<file path="src/rtl/syscall_responder_if.sv">
// Syscall request path and console byte stream between the MIPS core and its syscall responder.
// The slave modport is the responder side; the master modport is the core/console side.
interface syscall_responder_if;
    logic        req_valid;
    logic [31:0] req_funct;
    logic [31:0] req_param;
    logic        busy;
    logic [7:0]  char_data;
    logic        char_valid;
    logic        char_ready;
    logic        halted;
    logic [31:0] exit_code;
    logic        bad_funct;

    modport slave (
        input  req_valid, req_funct, req_param, char_ready,
        output busy, char_data, char_valid, halted, exit_code, bad_funct
    );

    modport master (
        output req_valid, req_funct, req_param, char_ready,
        input  busy, char_data, char_valid, halted, exit_code, bad_funct
    );
endinterface

</file>
<file path="src/rtl/syscall_responder.sv">
// Syscall responder: print int (double-dabble to ASCII), print char, exit/exit2, stalls the core via busy.
// Optional macro SYSCALL_NEWLINE_EN appends 0x0A after every printed integer.
module syscall_responder #(
    parameter int CONV_BITS = 32
) (
    input  logic               clock,
    input  logic               reset,
    syscall_responder_if.slave sys
);
    localparam int NDIG = 10;
    localparam int BW   = 4 * NDIG;
    localparam int CW   = $clog2(CONV_BITS);
    localparam logic [CW-1:0] LAST_ITER = CW'(CONV_BITS - 1);

    localparam logic [2:0] IDLE    = 3'd0;
    localparam logic [2:0] CONVERT = 3'd1;
    localparam logic [2:0] SIGN    = 3'd2;
    localparam logic [2:0] DIGITS  = 3'd3;
    localparam logic [2:0] CHAR    = 3'd5;
    localparam logic [2:0] HALT    = 3'd6;
`ifdef SYSCALL_NEWLINE_EN
    localparam logic [2:0] NEWLINE = 3'd4;
`endif

    function automatic logic [BW-1:0] addThree(input logic [BW-1:0] b);
        logic [BW-1:0] r;
        r = b;
        for (int i = 0; i < NDIG; i++)
            if (b[i*4 +: 4] >= 4'd5) r[i*4 +: 4] = b[i*4 +: 4] + 4'd3;
        return r;
    endfunction

    // Highest nonzero digit; an all-zero value yields digit 0 so "0" is still printed.
    function automatic logic [3:0] topDigit(input logic [BW-1:0] b);
        logic [3:0] m;
        m = 4'd0;
        for (int i = 0; i < NDIG; i++)
            if (b[i*4 +: 4] != 4'd0) m = 4'(i);
        return m;
    endfunction

    function automatic logic [7:0] asciiDigit(input logic [BW-1:0] b, input logic [3:0] idx);
        return 8'h30 + {4'h0, b[idx*4 +: 4]};
    endfunction

    logic [2:0]           state, stateNxt;
    logic [BW-1:0]        bcd, bcdNxt, bcdShift;
    logic [CONV_BITS-1:0] shifter, shiftNxt, shiftShift;
    logic [CW-1:0]        cnt, cntNxt;
    logic [3:0]           digIdx, digNxt;
    logic                 isNeg, negNxt;
    logic                 busyR;
    logic [7:0]           charData, dataNxt;
    logic                 charValid, validNxt;
    logic                 haltedR, haltNxt;
    logic [31:0]          exitCode, exitNxt;
    logic                 badFunct, badNxt;
    logic [31:0]          mag;
    logic                 xfer;

    always_comb begin
        stateNxt = state;
        bcdNxt   = bcd;
        shiftNxt = shifter;
        cntNxt   = cnt;
        digNxt   = digIdx;
        negNxt   = isNeg;
        dataNxt  = charData;
        validNxt = charValid;
        haltNxt  = haltedR;
        exitNxt  = exitCode;
        badNxt   = badFunct;
        xfer     = charValid && sys.char_ready;
        mag      = sys.req_param[31] ? (~sys.req_param + 32'd1) : sys.req_param;
        {bcdShift, shiftShift} = {addThree(bcd), shifter} << 1;

        case (state)
            IDLE: if (sys.req_valid) begin
                if (sys.req_funct == 32'd1) begin
                    negNxt   = sys.req_param[31];
                    shiftNxt = mag[CONV_BITS-1:0];
                    bcdNxt   = '0;
                    cntNxt   = '0;
                    stateNxt = CONVERT;
                end else if (sys.req_funct == 32'd11) begin
                    dataNxt  = sys.req_param[7:0];
                    validNxt = 1'b1;
                    stateNxt = CHAR;
                end else if (sys.req_funct == 32'd10) begin
                    haltNxt  = 1'b1;
                    exitNxt  = 32'd0;
                    stateNxt = HALT;
                end else if (sys.req_funct == 32'd17) begin
                    haltNxt  = 1'b1;
                    exitNxt  = sys.req_param;
                    stateNxt = HALT;
                end else begin
                    badNxt   = 1'b1;
                end
            end
            CONVERT: begin
                bcdNxt   = bcdShift;
                shiftNxt = shiftShift;
                cntNxt   = cnt + 1'b1;
                // Last iteration: first byte is prepared from the final BCD value directly.
                if (cnt == LAST_ITER) begin
                    validNxt = 1'b1;
                    if (isNeg) begin
                        dataNxt  = 8'h2D;
                        stateNxt = SIGN;
                    end else begin
                        digNxt   = topDigit(bcdShift);
                        dataNxt  = asciiDigit(bcdShift, topDigit(bcdShift));
                        stateNxt = DIGITS;
                    end
                end
            end
            SIGN: if (xfer) begin
                digNxt   = topDigit(bcd);
                dataNxt  = asciiDigit(bcd, topDigit(bcd));
                stateNxt = DIGITS;
            end
            DIGITS: if (xfer) begin
                if (digIdx == 4'd0) begin
`ifdef SYSCALL_NEWLINE_EN
                    dataNxt  = 8'h0A;
                    stateNxt = NEWLINE;
`else
                    validNxt = 1'b0;
                    stateNxt = IDLE;
`endif
                end else begin
                    digNxt  = digIdx - 4'd1;
                    dataNxt = asciiDigit(bcd, digIdx - 4'd1);
                end
            end
`ifdef SYSCALL_NEWLINE_EN
            NEWLINE: if (xfer) begin
                validNxt = 1'b0;
                stateNxt = IDLE;
            end
`endif
            CHAR: if (xfer) begin
                validNxt = 1'b0;
                stateNxt = IDLE;
            end
            HALT: ;
            default: begin
                validNxt = 1'b0;
                stateNxt = IDLE;
            end
        endcase
    end

    always_ff @(posedge clock) begin
        if (reset) begin
            state     <= IDLE;
            bcd       <= '0;
            shifter   <= '0;
            cnt       <= '0;
            digIdx    <= '0;
            isNeg     <= 1'b0;
            busyR     <= 1'b0;
            charData  <= 8'h00;
            charValid <= 1'b0;
            haltedR   <= 1'b0;
            exitCode  <= 32'd0;
            badFunct  <= 1'b0;
        end else begin
            state     <= stateNxt;
            bcd       <= bcdNxt;
            shifter   <= shiftNxt;
            cnt       <= cntNxt;
            digIdx    <= digNxt;
            isNeg     <= negNxt;
            busyR     <= (stateNxt != IDLE);
            charData  <= dataNxt;
            charValid <= validNxt;
            haltedR   <= haltNxt;
            exitCode  <= exitNxt;
            badFunct  <= badNxt;
        end
    end

    assign sys.busy       = busyR;
    assign sys.char_data  = charData;
    assign sys.char_valid = charValid;
    assign sys.halted     = haltedR;
    assign sys.exit_code  = exitCode;
    assign sys.bad_funct  = badFunct;
endmodule

</file>
<file path="src/flat_wrapper.sv">
// flat-port wrapper written by rule: the top's interface ports become plain ports
module syscall_responder_flat 
#(
    parameter int CONV_BITS = 32
)
  (clock, reset, sys_req_valid, sys_req_funct, sys_req_param, sys_char_ready, sys_busy, sys_char_data, sys_char_valid, sys_halted, sys_exit_code, sys_bad_funct);
  syscall_responder_if sys_i ();
  input  logic clock;
  input  logic reset;
  input wire logic [$bits(sys_i.req_valid)-1:0] sys_req_valid;
  input wire logic [$bits(sys_i.req_funct)-1:0] sys_req_funct;
  input wire logic [$bits(sys_i.req_param)-1:0] sys_req_param;
  input wire logic [$bits(sys_i.char_ready)-1:0] sys_char_ready;
  output wire logic [$bits(sys_i.busy)-1:0] sys_busy;
  output wire logic [$bits(sys_i.char_data)-1:0] sys_char_data;
  output wire logic [$bits(sys_i.char_valid)-1:0] sys_char_valid;
  output wire logic [$bits(sys_i.halted)-1:0] sys_halted;
  output wire logic [$bits(sys_i.exit_code)-1:0] sys_exit_code;
  output wire logic [$bits(sys_i.bad_funct)-1:0] sys_bad_funct;
  assign sys_i.req_valid = sys_req_valid;
  assign sys_i.req_funct = sys_req_funct;
  assign sys_i.req_param = sys_req_param;
  assign sys_i.char_ready = sys_char_ready;
  assign sys_busy = sys_i.busy;
  assign sys_char_data = sys_i.char_data;
  assign sys_char_valid = sys_i.char_valid;
  assign sys_halted = sys_i.halted;
  assign sys_exit_code = sys_i.exit_code;
  assign sys_bad_funct = sys_i.bad_funct;
  syscall_responder #(.CONV_BITS(CONV_BITS)) u_core (.clock(clock), .reset(reset), .sys(sys_i));
endmodule
</file>
<file path="config.mk">
export PLATFORM = sky130hd
export DESIGN_NAME = syscall_responder_flat
export DESIGN_NICKNAME = d
export VERILOG_FILES = /design/src/rtl/syscall_responder_if.sv /design/src/rtl/syscall_responder.sv /design/src/flat_wrapper.sv
export SDC_FILE = /design/constraint.sdc
export NUM_CORES = 1
export LEC_CHECK = 0
export ABC_AREA = 1
export BUFFER_PORTS_ARGS = -buffer_cell sky130_fd_sc_hd__buf_2
export CORE_ASPECT_RATIO = 0.7
export CORE_MARGIN = 3
export CORE_UTILIZATION = 30
export CTS_CLUSTER_DIAMETER = 60
export CTS_CLUSTER_SIZE = 20
export DETAILED_ROUTE_END_ITERATION = 12
export PLACE_DENSITY = 0.47
export SETUP_SLACK_MARGIN = 0.1
export SLEW_MARGIN = 15
export SYNTH_ARGS = -nofsm -noshare
export SYNTH_HDL_FRONTEND = slang
export SYNTH_SLANG_ARGS = --single-unit
</file>
<file path="constraint.sdc">
create_clock -name clock -period 2.24 [get_ports clock]
set_clock_uncertainty 0.05 [all_clocks]
set_input_delay 0.112 -clock clock [delete_from_list [all_inputs] [get_ports clock]]
set_output_delay 0.112 -clock clock [all_outputs]
set_load 0.01 [all_outputs]
</file>
Word level (Yosys, flattened, before mapping)
Cells that the tools add are included.

word-level totals
  output and inout bits = 44
  logic and storage cells = 181
  bits of input ports = 68
  bits in registers = 129

operators by class
  shifts and indexed selects = 3
  reductions and logical operators = 34
  equal/unequal tests = 21
  bitwise logic cells = 6
  multiplexer cells = 79
  add/subtract/negate cells = 16
  order comparisons = 10

operators with widths
  operator               number
  $mux 32                5
  $shiftx 40x7->4        3
  $mux 4                 26
  $mux 40                2
  $pmux 40 s2            1
  $reduce_bool 4->1      19
  $eq 32x4->1 const B    2
  $mux 8                 8
  $pmux 32 s2            1
  $ge 4x3->1 const B     10
  $mux 3                 13
  $add 4x2->4 const B    9
  $add 32x1->32 const B  1
  $eq 32x1->1 const B    1
  $eq 32x5->1 const B    1
  $not 32->32            1
  $pmux 8 s4             1
  $add 6x4->7 const A    3
  $pmux 3 s6             1
  $reduce_and 8->1       2
  $ne 2x1->1 const B     7
  $mux 1                 12
  $pmux 4 s3             1
  $reduce_and 6->1       2
  21 further kinds       37

Depth between registers and ports, before layout
Gate-level depths: netlist of run 1.

  depth in word-level cells = 20
  depth in mapped cells = 27
  mapped depth without buffers = 26

Worst setup path after synthesis of run 1
No wires, ideal clock.

  path kind = reg2reg
  start = register u_core.bcd[36]
  end = register u_core.charData[3] (netlist: u_core.sys.char_data[3])
  arrival time = 2.267 ns
  stages on the path, launching flop included = 20
  period minus slack after synthesis = 2.450 ns
  buffers on the path = 0
  setup time = 0.133 ns
  required time = 2.057 ns
  setup slack = -0.210 ns
  cells stage by stage = dfxtp_1 > inv_1 > ha_1 > or2_1 > nand2_1 > xor2_1 > nor3_2 > nand2_2 > inv_2 > nand2_4 > nor2_8 > inv_2 > nand3_1 > nand2_1 > nand2_1 > nand3_1 > nand2_1 > nand2_1 > nand2_1 > a21oi_2

between the ends
  word-level cells in the longest chain between the ends = 12
  elaborated cells on any way between the ends = 24
  classes of those cells = 4 x add/sub; 1 x order compare; 3 x shift; 14 x mux; 2 x reduce/logical

RTL lines
  element                                    line                      RTL
  start, declared                            syscall_responder.sv:47   logic [BW-1:0] bcd, bcdNxt, bcdShift;
  start signal, assigned                     syscall_responder.sv:171  bcd <= bcdNxt;
  $ge 4x3->1 or $add 3x2->3 (tied branches)  syscall_responder.sv:29   if (b[i*4 +: 4] >= 4'd5) r[i*4 +: 4] = b[i*4 +: 4] + 4'd3;
  $mux 3                                     syscall_responder.sv:29
  $reduce_bool 4->1                          syscall_responder.sv:38   if (b[i*4 +: 4] != 4'd0) m = 4'(i);
  $mux 4                                     syscall_responder.sv:38
  $mux 4                                     syscall_responder.sv:108  if (isNeg) begin
  $mux 4                                     syscall_responder.sv:106  if (cnt == LAST_ITER) begin
  $mux 4                                     syscall_responder.sv:77   case (state)
  $shiftx 40x7->4                            syscall_responder.sv:43   return 8'h30 + {4'h0, b[idx*4 +: 4]};
  $add 6x4->7                                syscall_responder.sv:43
  $mux 8                                     syscall_responder.sv:108
  $mux 8                                     syscall_responder.sv:106
  $pmux 8 s4 (*)                             syscall_responder.sv:77
  end signal, assigned                       syscall_responder.sv:177  charData <= dataNxt;
  end, declared                              syscall_responder.sv:53   logic [7:0] charData, dataNxt;

Every way passes the cells marked *; elsewhere a longest branch is shown, timed or not. The select of a mux whose other input is x is not followed.
A chain may end at the register's enable or synchronous reset.

Final worst setup path of run 1
  start = register u_core.bcd[13]
  end = register u_core.charData[1] (netlist: u_core.sys.char_data[1])

between the ends
  word-level cells in the longest chain between the ends = 18
  elaborated cells on any way between the ends = 37
  classes of those cells = 4 x add/sub; 1 x order compare; 3 x shift; 26 x mux; 3 x reduce/logical

RTL lines
  element                                    line
  $add 4x2->4 or $ge 4x3->1 (tied branches)  syscall_responder.sv:29
  $mux 4                                     syscall_responder.sv:29
  $reduce_bool 4->1                          syscall_responder.sv:38
  $mux 2                                     syscall_responder.sv:38
  $mux 3 (2 in a row)                        syscall_responder.sv:38
  $mux 4 (4 in a row)                        syscall_responder.sv:38
  $mux 4                                     syscall_responder.sv:108
  $mux 4                                     syscall_responder.sv:106
  $mux 4                                     syscall_responder.sv:77
  $shiftx 40x7->4                            syscall_responder.sv:43
  $add 6x4->7                                syscall_responder.sv:43
  $mux 8                                     syscall_responder.sv:108
  $mux 8                                     syscall_responder.sv:106
  $pmux 8 s4 (*)                             syscall_responder.sv:77

Marked as above.

==> reports/metrics.yaml, run 1 <==
worst_setup_path:
  cp-end-kind: "register"
  required_ns: 2.48
  r2r_slack_ns: -0.51
  critPathLaunchType: "register"
  criticalPathCategory: "reg -> reg"
  crit_fanout: 5
  cp_data_arrival_time_ns: 2.99
  max_stage_delay_ns: 0.33
  cpMostUsedCell: "nand2_2"
  slowest_stage: "dfxtp_2"
grt:
  groute.usage.overall_pct: 20.49
  grt_pass1_vias: 9298
  antenna_found_initial: 0
  grt_max_degree: 103
  grt_overflow: 0
  grt_first_pass_wirelength_um: 49530
timing:
  slew_violations: 0
  hold_ws_ns: 0.04067
  maxClockFrequency_mhz: 363.0
  rsz0062_at_grt: "true"
  finalCritPeriodShare_pct: 123.0
  period_minus_slack_ns: 2.755
  maxSlewHeadroom_pct: 57.01
  fin_ws_ns: -0.5145
  setup_viol: 7
  tightest_slew_ns: 0.6390
  hold_viol: 0
layout:
  diodes: 0
  multi_input_area_mm2: 0.005734
  fillers: 2848
  area_delta_synth_final_pct: 53.26
  nNetsFinal: 1771
  area.sequential_mm2: 0.002608
  stdcell_count: 2055
  drive_gt1_share_pct: 37.32
power_and_ir_drop:
  clock_power_share_pct: 47.2
  p_leak_nw: 5.919
  p_sw_mw: 1.765
  swShare_pct: 27.87
  pwr-share-comb_pct: 14.7
  internal_power_mw: 4.567
  peakVddDrop_v: 0.0004814
  power.density_mw_per_mm2: 489.7
  p_seq_share_pct: 38.1
floorplanning:
  initial_core_util_pct: 31.00
  die_height_um: 146.3
  core_mm2: 0.02721
  rows: 50
  die_w_um: 206.4
  io_pins: 112
  die_area_mm2: 0.03020
yosys:
  ys_types: 49
  synthCells: 1317
  synth_compound_area_share_pct: 19.65
  synthSimpleGateAreaFrac_pct: 33.85
  ys_warn_count: 0
  synth-seq-cells: 129
  yosysSeqAreaShare_pct: 30.61
  synth_mux_area_share_pct: 0
  synth_xor_area_share_pct: 2.803
  syn_nets: 1410
  synthFlopType: "dfxtp_1"
  synth_top_family_by_area: "simple AND/OR/NAND/NOR gates"
  async_reset_ff_share_pct: 0
  synthAdderAreaFrac_pct: 3.708
  syn_area_mm2: 0.008436
  synth.avg_cell_area_um2: 6.405
  synth_edf_count: 0
drt:
  vias: 10040
  firstDrtPassIters: 5
  drtIter0Drc: 725
  drcViolationCount: 0
  ant_nets: 0
  routed_wl_um: 31580
  viasPerCell: 4.888
  wire_per_inst_um: 15.37
clocking:
  cts_tree: "built"
  cts_made_buffers: 17
  clock-sinks: 129
  clockBufferDepth: 2
  path_clk_slew_ns: 0.07
  clock_tree.root_cell: "clkbuf_16"
  clk_latency_ns: 0.43
  htree_num_levels: 4
status:
  violations: "setup timing"
  status: "finished with violations"
min_path:
  hp-class: "in -> reg"
placement:
  dpl.hpwl_um: 23430
  dpl.cell_count: 1967
  gp_congestion: 0.8754
  portBuffers: 111
flow_run:
  max-cap-violations: 0
-- registers in the layout, indices dropped and copies added, names as in the netlist --
register	cells
u_core.sys.exit_code	32
u_core.sys.char_valid	1
u_core.cnt	5
u_core.digIdx	4
u_core.sys.bad_funct	1
u_core.shifter	32
u_core.sys.busy	1
u_core.sys.char_data	8
u_core.bcd	40
u_core.isNeg	1
u_core.sys.halted	1
u_core.state	3
-- kinds of logic (layout without fill, tap and decap cells) --
| kind of cell | count (synthesis) | count (layout) |
|---|---|---|
| AND/OR/NAND/NOR | 630 | 630 |
| AO/OA/AOI/OAI | 305 | 305 |
| buffers and inverters | 201 | 575 |
| flip-flops | 129 | 129 |
| XOR/XNOR | 27 | 27 |
| adder cells (fa/ha/maj) | 25 | 25 |
-- Yosys cell counts (2+ instances only) --
cell type	n	share of area, %
a211oi_1	5	0.45
a21oi_1	163	9.7
a21oi_2	6	0.62
a221oi_1	3	0.31
a31oi_1	12	0.89
and3_1	2	0.15
buf_1	3	0.13
buf_2	14	0.83
clkbuf_1	40	1.8
clkinv_1	3	0.13
dfxtp_1	129	31
ha_1	25	3.7
inv_1	119	5.3
inv_2	20	0.89
nand2_1	320	14
nand2_2	10	0.74
nand2_4	2	0.27
nand3_1	113	6.7
nand3_2	3	0.36
nand3b_1	5	0.45
nand4_1	16	1.2
nor2_1	93	4.1
nor2_2	4	0.30
nor2_4	3	0.40
nor3_1	17	1.0
nor3_2	6	0.71
nor4_1	15	1.1
o211ai_1	15	1.3
o21a_1	4	0.36
o21ai_0	77	4.6
o21ai_1	11	0.65
o22ai_1	3	0.22
or2_0	2	0.15
or2_1	6	0.45
or2_2	9	0.67
xnor2_1	9	0.93
xor2_1	18	1.9
-- path summary, 6_finish.rpt --
kind,from,end,cells after the start
setup reg to reg,u_core.bcd[13],u_core.sys.char_data[1],27
hold / removal,sys_req_param[11],u_core.sys.exit_code[11],4
hold reg to reg,u_core.sys.exit_code[8],u_core.sys.exit_code[8],2
setup / recovery,u_core.bcd[13],u_core.sys.char_data[1],27
-- area by class of cell --
cell class,count,share of cell area (%)
Timing Repair Buffer,401,22.92
Multi-Input combinational cell,987,44.35
Tap cell,364,3.523
Sequential cell,129,20.17
Inverter,142,4.287
Clock inverter,11,1.190
Clock buffer,21,3.561
-- critical path, delay by kind of cell (launching register included) --
family | cells | cell delay [ns]
buf+inv | 4 | 0.38
flops | 1 | 0.33
fa+ha+maj | 1 | 0.16
simple gates | 20 | 1.57
compound gates | 2 | 0.13
-- routing by layer --
layer	GRT usage, %	part of all wire, %	vias to the layer above
met2	26.31	38	279
met5	0	0	-
met4	4.239	1.0	0
li1	-	-	5117
met3	4.435	6.5	28
met1	33.75	54	4620
-- power groups by stage --
| stage | clock [mW] | sequential [mW] | combinational [mW] |
|---|---|---|---|
| 2_1_floorplan | 0 | 2.45 | 0.454 |
| 3_3_place_gp | 0 | 2.46 | 0.852 |
| 3_5_place_dp | 0 | 2.46 | 0.852 |
| 4_1_cts | 3.04 | 2.41 | 0.884 |
| 5_1_grt | 3.15 | 2.42 | 1.03 |
| 6_report | 2.99 | 2.41 | 0.934 |
-- per-stage QoR --
step | total power, mW | setup TNS (ns) | cell area, um^2 | setup WS [ns] | utilization (%)
floorplan | 2.907 | -0.2362 | 8563 | -0.07681 | -
global placement | 3.308 | -9.933 | 11150 | -0.6628 | 40.97
detailed placement | 3.308 | -9.494 | 11150 | -0.7013 | 40.97
CTS | 6.328 | -2.307 | 12270 | -0.5237 | 45.09
global route | 6.601 | -3.603 | 12930 | -0.7175 | 47.51
finish | 6.331 | -2.565 | 12930 | -0.5145 | 47.51
-- what timing repair did --
item / CTS / global route
hold endpoints to repair: 18 / 0
setup endpoints to repair: 14 / 27
pin swaps: 27 / 47
buffers inserted: 21 / 16
gates resized for setup: 47 / 124
hold buffers: 18 / 0
cloned: 0 / 1
-- layout by cell type, fill, tap and decap left out, types with 12 or more instances in the layout --
cell type | Yosys | final
inv_1 | 119 | 98
o21ai_0 | 77 | 72
dfxtp_1 | 129 | 113
buf_4 | 0 | 250
dfxtp_2 | 0 | 14
nand3_2 | 3 | 21
buf_6 | 1 | 12
buf_2 | 14 | 110
nand2_4 | 2 | 14
nor3_1 | 17 | 13
clkbuf_16 | 0 | 18
nor2_1 | 93 | 81
nor4_1 | 15 | 14
nand3_1 | 113 | 92
a21oi_1 | 163 | 161
inv_2 | 20 | 35
nand2_1 | 320 | 281
o211ai_1 | 15 | 15
dlygate4sd3_1 | 0 | 18
nand2_2 | 10 | 36
nand4_1 | 16 | 16
xor2_1 | 18 | 13
Power figures use the tool's default switching activity.
==> inputs of run 2 (changes only) <==
- ABC_AREA: 1 -> not set
- PLACE_DENSITY: 0.47 -> 0.45
- clock period: 2.24 -> 2.9 ns (I/O delays scaled with it)
==> run 2 against run 1 <==
Compared with the run above:
- synthesized cell count shrank 23%
- design area shrank 9.8%
- global-route usage fell by 0.62 points
- the flow still finishes with violations (setup timing)
- largest power group unchanged
==> reports/metrics.yaml, run 2 <==
timing:
  period_minus_slack_ns: 3.221  # +0.4663 ns
  hold_ws_ns: 0.02816  # -0.01251 ns
  tightest_slew_ns: 0.6702  # +0.03114 ns
  hold_viol: 0  # unchanged
  fin_setup_tns_ns: -1.248  # +1.317 ns
  maxClockFrequency_mhz: 310.5  # -14%
  finalCritPeriodShare_pct: 111.1  # -12 points
  setup_viol: 6  # -1
  fin_ws_ns: -0.3208  # +0.1937 ns
  maxSlewHeadroom_pct: 54.17  # -2.8 points
  slew_violations: 0  # unchanged
  rsz0062_at_grt: "true"
clocking:
  htree_num_levels: 4  # unchanged
  clock_tree.root_cell: "clkbuf_16"
  cts_made_buffers: 17  # unchanged
  clk_latency_ns: 0.44  # about the same
  path_clk_slew_ns: 0.06  # about the same
  cts_tree: "built"
  clockBufferDepth: 2  # unchanged
  clock-sinks: 129  # unchanged
layout:
  layout_commonest_cell: "nor2_1"
  stdcell_count: 1659  # -19%
  largest_register_ffs: 40  # unchanged
  nNetsFinal: 1382  # -22%
  layout_common_cells: "nor2_1, buf_4, dfxtp_1, buf_2, a21oi_1"
  top_register: "u_core.bcd"
  diodes: 0  # unchanged
  fin_area_mm2: 0.01167  # -9.8%
  utilization_pct: 44.77  # -2.7 points
  area_delta_synth_final_pct: 44.40
  drive_gt1_share_pct: 34.18  # -3.1 points
floorplanning:
  initial_core_util_pct: 31.01  # about the same
  die_height_um: 143.3  # -2.0%
  core_mm2: 0.02606  # -4.3%
  die_w_um: 202.1  # -2.1%
  die_area_mm2: 0.02897  # -4.1%
  rows: 49  # -2.0%
  io_pins: 112  # unchanged
placement:
  gp_congestion: 0.8916  # +1.9%
  pre_cts_slack_ns: -0.4295  # +0.2718 ns
  dpl.hpwl_um: 21540  # -8.1%
  portBuffers: 111  # unchanged
  place_area_mm2: 0.01046  # -6.2%
  dpl.cell_count: 1602  # -19%
drt:
  ant_nets: 0  # unchanged
  vias: 8410  # -16%
  viasPerCell: 5.069  # +3.7%
  wire_per_inst_um: 17.51  # +14%
  drtIter0Drc: 614  # -15%
  routed_wl_um: 29050  # -8.0%
  top_layer: "met4"
  drt-met1-wl_um: 15710  # -8.6%
  wl_met3_um: 1657  # -20%
  wl_met2_um: 11470  # -4.5%
  firstDrtPassIters: 5  # unchanged
  drcViolationCount: 0  # unchanged
yosys:
  syn_area_mm2: 0.008079  # -4.2%
  synth_common_cells: "nor2_1, dfxtp_1, a21oi_1"
  ys_types: 78  # +59%
  synth.avg_cell_area_um2: 7.944  # +24%
  ys_warn_count: 0  # unchanged
  async_reset_ff_share_pct: 0  # unchanged
  synth-seq-cells: 129  # unchanged
  synth_edf_count: 0  # unchanged
  synth_area_leader_cell: "dfxtp_1"
  synth_top_area_share_pct: 31.97  # +1.4 points
  synthFlopType: "dfxtp_1"
  yosysSeqAreaShare_pct: 31.97  # +1.4 points
  synth_area_leaders: "dfxtp_1, nor2_1, a22oi_1"
  syn_nets: 1110  # -21%
  synthCells: 1017  # -23%
  synth.most_common_cell: "nor2_1"
worst_setup_path:
  slowest_stage: "mux4_2"
  cp_data_arrival_time_ns: 3.49  # +0.50 ns
  criticalPathCategory: "reg -> reg"
  critPathLaunchType: "register"
  crit_buf_inv: 2  # -2
  crit_chain: "buf_4, ha_1, nor2b_2, o21bai_2, mux2i_1, o311ai_2, a2111oi_4, buf_4, a211oi_4, mux4_2, a211oi_2, o22ai_1"
  max_stage_delay_ns: 0.57  # +0.24 ns
  cp-end-kind: "register"
  crit_family: "compound AO/OA/AOI/OAI gates"
  required_ns: 3.17  # +0.69 ns
  crit_fanout: 6  # +1
  cpMostUsedCell: "buf_4"
status:
  status: "finished with violations"
  violations: "setup timing"
grt:
  antenna_found_initial: 0  # unchanged
  grt_pass1_vias: 7783  # -16%
  grt_first_pass_wirelength_um: 45370  # -8.4%
  grt_max_degree: 70  # -32%
  grt_overflow: 0  # unchanged
  groute.usage.overall_pct: 19.86  # -0.62 points
power_and_ir_drop:
  power.density_mw_per_mm2: 449.4  # -8.2%
  p_leak_nw: 4.888  # -17%
  p_total_mw: 5.243  # -17%
  peakVddDrop_v: 0.0003694  # -23%
flow_run:
  max-cap-violations: 0  # unchanged
min_path:
  hp-class: "in -> reg"
run 2: area by class of cell:
| type | count | area (um^2) |
|---|---|---|
| Fill cell | 2569 | 14390 |
| Multi-Input combinational cell | 792 | 5563 |
| Inverter | 32 | 125.1 |
| Clock inverter | 15 | 255.2 |
| Clock buffer | 17 | 425.4 |
| Tap cell | 357 | 446.7 |
| Timing Repair Buffer | 317 | 2245 |
| Sequential cell | 129 | 2606 |
run 2: power breakdown:
group	internal (mW)	switching, mW	leakage, nW
Combinational	0.301	0.512	3.51
Sequential	1.84	0.0441	1.05
Clock	1.62	0.923	0.332
run 2: kinds of logic after synthesis:
family | Yosys count | synth area share [%]
flops | 129 | 31.97
xor+xnor | 43 | 4.662
buf+inv | 96 | 4.754
mux | 55 | 7.620
fa+ha+maj | 25 | 3.872
simple gates | 386 | 23.18
compound gates | 283 | 23.94
run 2: path summary, 6_finish.rpt:
kind,from,endpoint,slack (ns),depth (start not counted)
worst min register to register,u_core.sys.halted,u_core.sys.halted,0.40,2
worst max-delay path,u_core.bcd[4],u_core.sys.char_data[2],-0.32,12
worst max register to register,u_core.bcd[4],u_core.sys.char_data[2],-0.32,12
worst min-delay path,sys_req_param[14],u_core.sys.exit_code[14],0.03,4
run 2: routing by layer:
metal  up-vias  GRT usage [%]
met5         -              0
met4         0          4.189
met3        19          4.732
met2       210          25.99
met1      3965          32.03
li1       4216              -
run 2: repair_timing:
action | 4_1_cts | 5_1_grt
hold buffers | 17 | 0
endpoints found under the setup margin | 7 | 9
gates cloned | 0 | 0
pin swaps | 14 | 10
buffers inserted | 3 | 5
endpoints found under the hold margin | 18 | 0
resized for setup | 35 | 32
run 2: tightest hold or removal path, delay by kind of cell:
| kind | cells | cell delay (ns) |
|---|---|---|
| buffers and inverters | 2 | 0.20 |
| AND/OR/NAND/NOR | 1 | 0.08 |
| AO/OA/AOI/OAI | 1 | 0.07 |
==> inputs of run 3 (changes only) <==
- REMOVE_ABC_BUFFERS: not set -> 1
==> run 3 against run 2 <==
Compared with the run above:
- the run still ends with setup timing left
- combinational power down 2%
- register-to-register slack about the same
- clock-buffer cell count up 3
==> reports/metrics.yaml, run 3 (synthesized netlist as in run 2, its figures left out) <==
status:
  status: "finished with violations"
  violations: "setup timing"
power_and_ir_drop:
  p_sw_mw: 1.449  # -2.1%
  p_leak_nw: 4.936  # +0.97%
  p_total_mw: 4.801  # -8.4%
  swShare_pct: 30.19  # +2.0 points
  p_seq_share_pct: 39.2  # +3.3 points
  internal_power_mw: 3.351  # -11%
  pwr-share-comb_pct: 16.6  # +1.1 points
  clock_power_share_pct: 44.1  # -4.5 points
  peakVddDrop_v: 0.0004075  # +10%
  power.density_mw_per_mm2: 408.6  # -9.1%
timing:
  maxClockFrequency_mhz: 311.5  # +0.34%
  maxSlewHeadroom_pct: 47.83  # -6.3 points
  period_minus_slack_ns: 3.210  # -0.01093 ns
  slew_violations: 0  # unchanged
  rsz0062_at_grt: "true"
  finalCritPeriodShare_pct: 110.7  # -0.38 points
  setup_viol: 6  # unchanged
  fin_ws_ns: -0.3099  # +0.01093 ns
  hold_viol: 0  # unchanged
  tightest_slew_ns: 0.7744  # +0.1042 ns
  hold_ws_ns: 0.01939  # -0.008769 ns
layout:
  largest_register_ffs: 40  # unchanged
  nNetsFinal: 1405  # +1.7%
  layout_common_cells: "buf_4, nor2_1, dfxtp_1, buf_2, a21oi_1"
  diodes: 0  # unchanged
  area_delta_synth_final_pct: 45.44
  drive_gt1_share_pct: 36.23  # +2.0 points
  top_register: "u_core.bcd"
  layout_commonest_cell: "buf_4"
floorplanning:
  io_pins: 112  # unchanged
  core_mm2: 0.02606  # unchanged
  die_w_um: 202.1  # unchanged
  initial_core_util_pct: 31.01  # unchanged
  die_area_mm2: 0.02897  # unchanged
  rows: 49  # unchanged
  die_height_um: 143.3  # unchanged
drt:
  routed_wl_um: 28620  # -1.5%
  viasPerCell: 5.029  # -0.79%
  drcViolationCount: 0  # unchanged
  vias: 8459  # +0.58%
  wire_per_inst_um: 17.01  # -2.9%
  ant_nets: 0  # unchanged
  drtIter0Drc: 612  # -0.33%
  firstDrtPassIters: 4  # -1
grt:
  grt_pass1_vias: 8051  # +3.4%
  grt_first_pass_wirelength_um: 45150  # -0.47%
  grt_overflow: 0  # unchanged
  antenna_found_initial: 0  # unchanged
  grt_max_degree: 66  # -5.7%
  groute.usage.overall_pct: 19.56  # -0.30 points
clocking:
  clock_tree.root_cell: "clkbuf_16"
  htree_num_levels: 4  # unchanged
  cts_made_buffers: 17  # unchanged
  clock-sinks: 129  # unchanged
  cts_tree: "built"
  path_clk_slew_ns: 0.07  # about the same
  clk_latency_ns: 0.44  # about the same
  clockBufferDepth: 2  # unchanged
worst_setup_path:
  reg2reg_from: "u_core.bcd[28]"
  crit_family: "simple AND/OR/NAND/NOR gates"
  r2r_slack_ns: -0.31  # about the same
  required_ns: 3.14  # -0.03 ns
  r2r_cells: 13  # +1
  crit_chain: "inv_2, ha_2, nand2b_4, a21oi_4, xnor2_2, or4b_4, buf_6, a311oi_4, mux2_4, a31oi_4, a21oi_2, nor4_4, o41ai_2"
  critPathLaunchType: "register"
  slowest_stage: "or4b_4"
  criticalPathCategory: "reg -> reg"
  cp-end-kind: "register"
  r2r_end: "u_core.sys.char_data[0]"
  crit_fanout: 4  # -2
  cp_data_arrival_time_ns: 3.45  # -0.04 ns
  crit_buf_inv: 2  # unchanged
  max_stage_delay_ns: 0.57  # about the same
placement:
  gp_congestion: 0.8841  # -0.84%
  portBuffers: 111  # unchanged
  pre_cts_slack_ns: -0.6319  # -0.2024 ns
  dpl.hpwl_um: 20350  # -5.5%
min_path:
  hold_end: "u_core.sys.exit_code[1]"
  min_from: "sys_req_param[1]"
  whs_path_depth: 3  # -1
  hp-class: "in -> reg"
flow_run:
  max-cap-violations: 0  # unchanged
-- run 3: changes by cell type in the layout (fill, tap and decap cells not counted), moves of 4 or more --
cell and change:
a21oi_2 +4, buf_4 +21, buf_6 +5, bufinv_16 -5
dfxtp_2 +4, inv_1 -4, inv_2 +5, mux2i_1 -4
mux2i_2 +4
-- run 3: layout make-up --
class / instances / area, um^2
Fill cell: 2633 / 14310
Clock inverter: 12 / 107.6
Tap cell: 357 / 446.7
Inverter: 32 / 122.6
Sequential cell: 129 / 2600
Clock buffer: 20 / 456.7
Multi-Input combinational cell: 792 / 5613
Timing Repair Buffer: 340 / 2404
-- run 3: repair_timing --
action | CTS | global route
hold buffers | 16 | 0
buffers inserted | 33 | 7
endpoints found under the setup margin | 7 | 9
pin swaps | 42 | 23
endpoints found under the hold margin | 17 | 0
gates resized for setup | 115 | 23
-- run 3: how the worst max path moves through the flow --
stage | start | cells past startpoint | endpoint
2_1_floorplan | u_core.bcd[8] | 12 | u_core.sys.char_data[0]
3_3_place_gp | u_core.bcd[37] | 13 | u_core.sys.char_data[1]
3_5_place_dp | u_core.bcd[4] | 14 | u_core.sys.char_data[2]
4_1_cts | u_core.bcd[21] | 13 | u_core.sys.char_data[0]
5_1_grt | u_core.bcd[17] | 15 | u_core.sys.char_data[1]
6_report | u_core.bcd[28] | 13 | u_core.sys.char_data[0]
-- run 3: stage by stage --
step / util, % / cells / area, um^2 / setup TNS [ns]
2_1_floorplan: - / 953 / 7815 / -32.14
3_3_place_gp: 39.07 / 1599 / 10180 / -2.654
3_5_place_dp: 39.07 / 1599 / 10180 / -3.000
4_1_cts: 44.59 / 1678 / 11620 / -1.002
5_1_grt: 45.09 / 1682 / 11750 / -2.008
6_report: 45.09 / 1682 / 11750 / -1.447
-- run 3: layer usage --
metal / vias up / GRT usage, % / share of wire, %
li1: 4251 / - / -
met1: 4010 / 29.42 / 52
met2: 178 / 28.81 / 42
met3: 20 / 3.668 / 4.5
met4: 0 / 4.772 / 1.2
met5: - / 0 / 0
-- run 3: power by group through the flow --
stage / Combinational, mW / Sequential, mW / Clock (mW)
after CTS: 0.796 / 1.88 / 2.18
after floorplan: 0.404 / 1.93 / 0
after detailed placement: 0.771 / 1.92 / 0
after global routing: 0.888 / 1.89 / 2.25
final: 0.799 / 1.88 / 2.12
after global placement: 0.770 / 1.92 / 0
-- run 3: worst reg2reg max path: stages (launching register included) --
cell and delay, ns:
dfxtp_2 0.35, inv_2 0.06, ha_2 0.21, nand2b_4 0.07, a21oi_4 0.20, xnor2_2 0.09, or4b_4 0.57, buf_6 0.15
a311oi_4 0.29, mux2_4 0.34, a31oi_4 0.18, a21oi_2 0.09, nor4_4 0.33, o41ai_2 0.09
